### config.mk
export PLATFORM = sky130hd
export DESIGN_NAME = serial_add_ctrl
export DESIGN_NICKNAME = d
export VERILOG_FILES = /design/src/rtl/serial_add_ctrl_fa_cell.sv /design/src/rtl/serial_add_ctrl.sv
export SDC_FILE = /design/constraint.sdc
export NUM_CORES = 1
export LEC_CHECK = 0
export CORE_UTILIZATION = 32
export CTS_CLUSTER_DIAMETER = 50
export DETAILED_ROUTE_END_ITERATION = 10
export HOLD_SLACK_MARGIN = 0.1
export PLACE_DENSITY = 0.54
export SYNTH_ARGS = -nofsm -noshare
export SYNTH_HDL_FRONTEND = slang
export SYNTH_SLANG_ARGS = --single-unit
### constraint.sdc
create_clock -name clk -period 1.4 [get_ports clk]
set_clock_uncertainty 0.05 [all_clocks]
set_input_delay 0.21 -clock clk [delete_from_list [all_inputs] [get_ports clk]]
set_output_delay 0.21 -clock clk [all_outputs]
set_load 0.01 [all_outputs]
### src/rtl/serial_add_ctrl_fa_cell.sv
// fa_cell: combinational 1-bit full adder. The serial adder controller
// reuses this one cell for every bit position of an addition.
module fa_cell (
    output logic s,
    output logic co,
    input  logic x,
    input  logic y,
    input  logic ci
);

    assign s  = x ^ y ^ ci;
    assign co = (x & y) | (ci & (x ^ y));

endmodule

### src/rtl/serial_add_ctrl.sv
// serial_add_ctrl: bit-serial adder sequencer. It adds two WIDTH-bit operands
// plus a carry-in one bit per clock, LSB first, through a single fa_cell.
//
// Handshake: start is sampled only in IDLE. A start seen there at a rising edge
// captures a, b and cin and moves to RUN. busy is high for the whole of RUN.
// done pulses for exactly one cycle (the DONE state) when sum and cout become
// valid. sum and cout then hold until the next accepted start. No request is
// queued: start seen in RUN or DONE is dropped, but a start that is still high
// when IDLE is reached again is accepted at that edge.
module serial_add_ctrl #(
    parameter  int WIDTH = 8,
    localparam int CNT_W = $clog2(WIDTH)
) (
    input  logic             clk,
    input  logic             rst_n,
    input  logic             start,
    input  logic [WIDTH-1:0] a,
    input  logic [WIDTH-1:0] b,
    input  logic             cin,
    output logic             busy,
    output logic             done,
    output logic [WIDTH-1:0] sum,
    output logic             cout
);

    localparam logic [1:0] IDLE = 2'd0;
    localparam logic [1:0] RUN  = 2'd1;
    localparam logic [1:0] DONE = 2'd2;

    // Counter value at which the final (MSB) bit step happens.
    localparam logic [CNT_W-1:0] LAST = CNT_W'(WIDTH - 1);

    logic [1:0]       state;
    logic [WIDTH-1:0] sh_a;
    logic [WIDTH-1:0] sh_b;
    logic             carry;
    logic [CNT_W-1:0] cnt;
    logic [WIDTH-1:0] sum_q;
    logic             cout_q;
    logic             busy_q;
    logic             done_q;

    logic cell_s;
    logic cell_co;

    fa_cell u_fa (
        .s  (cell_s),
        .co (cell_co),
        .x  (sh_a[0]),
        .y  (sh_b[0]),
        .ci (carry)
    );

    // Sequencer: state, datapath shift registers and registered outputs.
    always_ff @(posedge clk or negedge rst_n) begin
        if (!rst_n) begin
            state  <= IDLE;
            sh_a   <= '0;
            sh_b   <= '0;
            carry  <= 1'b0;
            cnt    <= '0;
            sum_q  <= '0;
            cout_q <= 1'b0;
            busy_q <= 1'b0;
            done_q <= 1'b0;
        end else begin
            case (state)
                IDLE: begin
                    done_q <= 1'b0;
                    if (start) begin
                        sh_a   <= a;
                        sh_b   <= b;
                        carry  <= cin;
                        cnt    <= '0;
                        busy_q <= 1'b1;
                        state  <= RUN;
                    end else begin
                        busy_q <= 1'b0;
                    end
                end
                RUN: begin
                    // One bit step: the cell's sum bit enters at the MSB so the
                    // LSB-first results end up in their natural positions.
                    sum_q <= {cell_s, sum_q[WIDTH-1:1]};
                    carry <= cell_co;
                    sh_a  <= {1'b0, sh_a[WIDTH-1:1]};
                    sh_b  <= {1'b0, sh_b[WIDTH-1:1]};
                    if (cnt == LAST) begin
                        // Hold cnt here so it never wraps when WIDTH is a power of two.
                        cout_q <= cell_co;
                        busy_q <= 1'b0;
                        done_q <= 1'b1;
                        state  <= DONE;
                    end else begin
                        cnt <= cnt + 1'b1;
                    end
                end
                DONE: begin
                    done_q <= 1'b0;
                    busy_q <= 1'b0;
                    state  <= IDLE;
                end
                default: begin
                    // Unreachable encoding: recover quietly to IDLE.
                    busy_q <= 1'b0;
                    done_q <= 1'b0;
                    state  <= IDLE;
                end
            endcase
        end
    end

    assign busy = busy_q;
    assign done = done_q;
    assign sum  = sum_q;
    assign cout = cout_q;

endmodule

Word level (Yosys, flattened, before mapping). Index checks and enable logic that the tools add are counted.

Register bits after elaboration: 33. Logic and storage cells: 43.

Eq/ne operators: 5. Add/sub/neg operators: 1. Reductions and logical operators: 6. Bitwise operators: 5. Multiplexer cells: 17.

Operators by type and width (number): 8-bit case mux with 2 select lines (2); 8-bit two-way mux (2); 3-bit two-way mux (2); 2-bit inequality test (second input constant) (3); 3-bit case mux with 2 select lines (1); 2-bit AND reduction (3); 1-bit two-way mux (5); 2-bit two-way mux (2); 1-bit case mux with 2 select lines (2); 2-bit case mux with 2 select lines (1); 3-bit by 1-bit adder with 3-bit output (second input constant) (1); 3-bit equality test (second input constant) (1); 3-bit AND reduction (1); 1-bit AND (2); 2-bit by 1-bit equality test with 1-bit output (second input constant) (1); 2-bit logical NOT (1); 2-bit nonzero test (1); 1-bit XOR (2); 1-bit bitwise OR (1).

Logic depth before layout (Yosys ltp).
Depth in word-level cells: 4. Gate-level depth with buffers: 4. Depth with buffers taken out: 4.

Cells and area by module. From an unflattened synthesis, not the netlist that was laid out.

Cells, all modules: 131. Area total of the unflattened synthesis: 1463.9 µm².

Modules (own cells, without submodules): serial_add_ctrl (instances 1, cells an instance 130, area an instance 1443.9 µm², sequential area each 825.8 µm²); fa_cell (instances 1, cells an instance 1, area an instance 20.0 µm², sequential area each 0.0 µm²).

Worst setup path after synthesis. No wires, ideal clock.

Path kind: register -> register. From: register cnt[0]. To: register cout_q, in the netlist cout. Required time: 1.222 ns. Stages on the path, launching flop included: 5. Arrival: 1.238 ns. Setup slack: -0.016 ns. Path buffers: 0. Period minus slack after synthesis: 1.416 ns. Path through: dfrtp_1 -> ha_1 -> ha_1 -> nand3b_1 -> mux2_1.

Longest elaborated chain between the ends: 2.

Ends and longest elaborated chain: start, declared (line serial_add_ctrl.sv:37) `logic [CNT_W-1:0] cnt;`; start signal, assigned (line serial_add_ctrl.sv:95) `cnt <= cnt + 1'b1;`; 3-bit equality test (line serial_add_ctrl.sv:88) `if (cnt == LAST) begin`; 2-bit AND reduction (no line); end signal, assigned (line serial_add_ctrl.sv:90) `cout_q <= cell_co;`; end, declared (line serial_add_ctrl.sv:39) `logic cout_q;`.

No other way between the ends. A chain may end at the register's enable or synchronous reset.

Final worst setup path.
From: register state[1]. To: register sh_b[2].

Longest elaborated chain between the ends: 3.

Ends and longest elaborated chain: start, declared (line serial_add_ctrl.sv:33) `logic [1:0] state;`; start signal, assigned (line serial_add_ctrl.sv:57) `state <= IDLE;`; start signal, assigned (line serial_add_ctrl.sv:76) `state <= RUN;`; start signal, assigned (line serial_add_ctrl.sv:93) `state <= DONE;`; 2-bit by 1-bit equality test with 1-bit output or 2-bit logical NOT (tied branches) (line serial_add_ctrl.sv:67) `case (state)`; 2-bit nonzero test (no line) or 2-bit inequality test (tied branches); 2-bit AND reduction (no line); end signal, assigned (line serial_add_ctrl.sv:87) `sh_b <= {1'b0, sh_b[WIDTH-1:1]};`; end, declared (line serial_add_ctrl.sv:35) `logic [WIDTH-1:0] sh_b;`.

Several ways; a longest one is shown, not always the timed one.

==> metrics.txt <==
antenna violations before repair 0; Worst slew margin between 70% and 80%; R2R cell count 3; Final Net Count 203; Main synth FF type dfrtp_1; ranking of synthesized cells by area dfrtp_1 (47%), nor4b_2 (6.9%), a211oi_2 (6.5%); Post-Synthesis Cells 135; upper clock frequency limit 723 MHz; DRT Pass-1 Iters 4; later-pin clock latency in the skew report 0.29 ns; R2R Path End sh_b[2]; hpwl dp around 2.6 mm; Antenna Cells 0; synthesis-to-layout area growth 36.2%; cell area after synthesis about 1700 µm²; Synthesized Nets 158; Num CTS Buffers 5; reg-to-reg startpoint state[1]; Post-synth EDFFs 0; Die ar. approximately 5700 µm²; share of layout cells above drive strength 1 between 30% and 40%; Ports 31; total global routing track utilization between 10% and 20%; 1st-iter DRT viols between 70 and 80; total congestion overflow 0; post-synthesis async set-or-reset flop share 100%; final instance area 2370 µm²; Hold Fails Final Rpt 0; unrepaired setup endpoints after global routing true; Final Non-Filler Cells approximately 250; final WL 3.76 mm; VDD IR-drop max about 0.55 mV; die width between 70 and 80 µm; Max Slew Vio Count 0; Ys Warns 0; Initial Util 33.6%; Min Clock Period, post-route around 1.4 ns; vias in the first global route approximately 1300; Synth Register Bits 33; register area share after synthesis roughly 47%; buffers added on ports 30; antenna-violating nets left 0; Hold Crit Class in2async; number of instances in the placed design about 240; Max Cap Viol 0; PwrDens a little under 2000 nW/µm²; Reg2Reg Setup Slack around 0.017 ns; post-route clock period utilization between 90% and 100%; Area after DPL 2230 µm²; Syn Area/Cell approximately 13 µm²; final RePlAce weighted congestion roughly 0.67; largest net degree at the start of global routing 34; most frequent cell after synthesis dfrtp_1; CP Launch Type register; Yosys top cell by area dfrtp_1; via count of the routed design ~1300; Die Height between 70 and 80 µm; status finished clean; WP data arrival approximately 1.5 ns; count of cell types in the netlist 29; P_leak 1.02 nW; Worst Max-Slew Pin Slew 0.343 ns; TritonCTS clock tree done; Synth top area share 47.4%; Core ar. a little over 5000 µm²; first-pass GRT wire length about 6.1 mm; cts hold-fix bufs 0; hold slack roughly 0.25 ns; crit-path max FO 13; crit path capture type register; Worst Setup Path Type reg2reg; number of H-tree levels 2; CTS root buffer clkbuf_8; Clock transition at path regs 0.06 ns; post-route DRC violation count 0; wire per inst around 15 µm; final setup vio count 0; Sinks on Clock Net 33; Std-Cell Rows 26; top cells by instance count after synthesis dfrtp_1 (33), inv_1 (13), nor3b_1 (10); Required @ worst endpoint approximately 1.5 ns; clk buf depth 2; via density per instance ~5.0
## area by class of cell
| type | count | area, µm² |
|---|---|---|
| fill | 467 | 2800 |
| clock inverter | 1 | 5.00 |
| multi-input combinational | 77 | 805 |
| clock buffer | 7 | 96.3 |
| tap | 70 | 87.6 |
| sequential | 33 | 826 |
| inverter | 13 | 48.8 |
| timing repair buffer | 50 | 502 |
## layer usage
| layer | GRT usage, % | part of all wire, % | vias to the layer above |
|---|---|---|---|
| met4 | 4.94 | 1.3 | 0 |
| met1 | 17.4 | 44 | 622 |
| met2 | 24.8 | 49 | 41 |
| met5 | 0 | 0 | - |
| li1 | - | - | 587 |
| met3 | 4.76 | 5.7 | 5 |
## cell usage in the layout, fill, tap and decap left out, drive strengths merged, types with 7 or more instances in the layout
cell,netlist,final
mux2,9,9
a211oi,9,9
inv,13,13
clkdlybuf4s50,0,18
dlygate4sd2,0,11
nor4b,9,9
dfrtp,33,33
clkbuf,0,7
nor3b,10,10
buf,12,20
## what timing repair did
action,CTS,global route
cloned,0,0
buffers inserted,2,2
gates resized for setup,11,5
endpoints found under the setup margin,14,24
## worst max-delay path by stage
stage                     slack (ns)      from  depth (start not counted)       to
after floorplan                 0.03    cnt[0]                          4     cout
after global placement         -0.23     start                          3  sh_b[2]
after detailed placement       -0.28     start                          3  sh_b[2]
after CTS                      0.004  state[1]                          3  sh_b[2]
after global routing           -0.03  state[0]                          4   sum[2]
final                           0.02  state[1]                          3  sh_b[2]
## where the power goes
| group | internal [mW] | switching (mW) |
|---|---|---|
| combinational | 1.23 | 0.978 |
| sequential | 1.41 | 0.280 |
| clock | 0.444 | 0.350 |
| total | 3.09 | 1.61 |
## state kept, by name (all words and copies together) (netlist names)
signal	cells
sh_a	8
sh_b	8
sum	8
cnt	3
state	2
busy	1
carry	1
cout	1
done	1
## cell families after synthesis
logic type | Yosys count | share of synthesized area (%)
AND/OR/NAND/NOR | 41 | 20.8
buffers and inverters | 25 | 7.62
multiplexers | 9 | 6.47
AO/OA/AOI/OAI | 24 | 15.0
adder cells (fa/ha/maj) | 3 | 2.59
flip-flops | 33 | 47.4
## metrics by stage
step           power (mW)  utilization (%)  setup WS [ns]  setup TNS, ns
5_1_grt              5.08             45.8        -0.0280         -0.168
4_1_cts              4.71             45.1        0.00407              0
3_3_place_gp         3.86             43.1         -0.227          -3.74
2_1_floorplan        3.10                -         0.0319              0
6_report             4.70             45.8         0.0169              0
3_5_place_dp         3.99             43.1         -0.276          -4.71
## critical path, stage by stage (launching register included)
cell,delay [ns]
dfrtp_1,0.41
buf_12,0.16
or4b_4,0.52
o221a_2,0.14
Power figures use the tool's default switching activity.
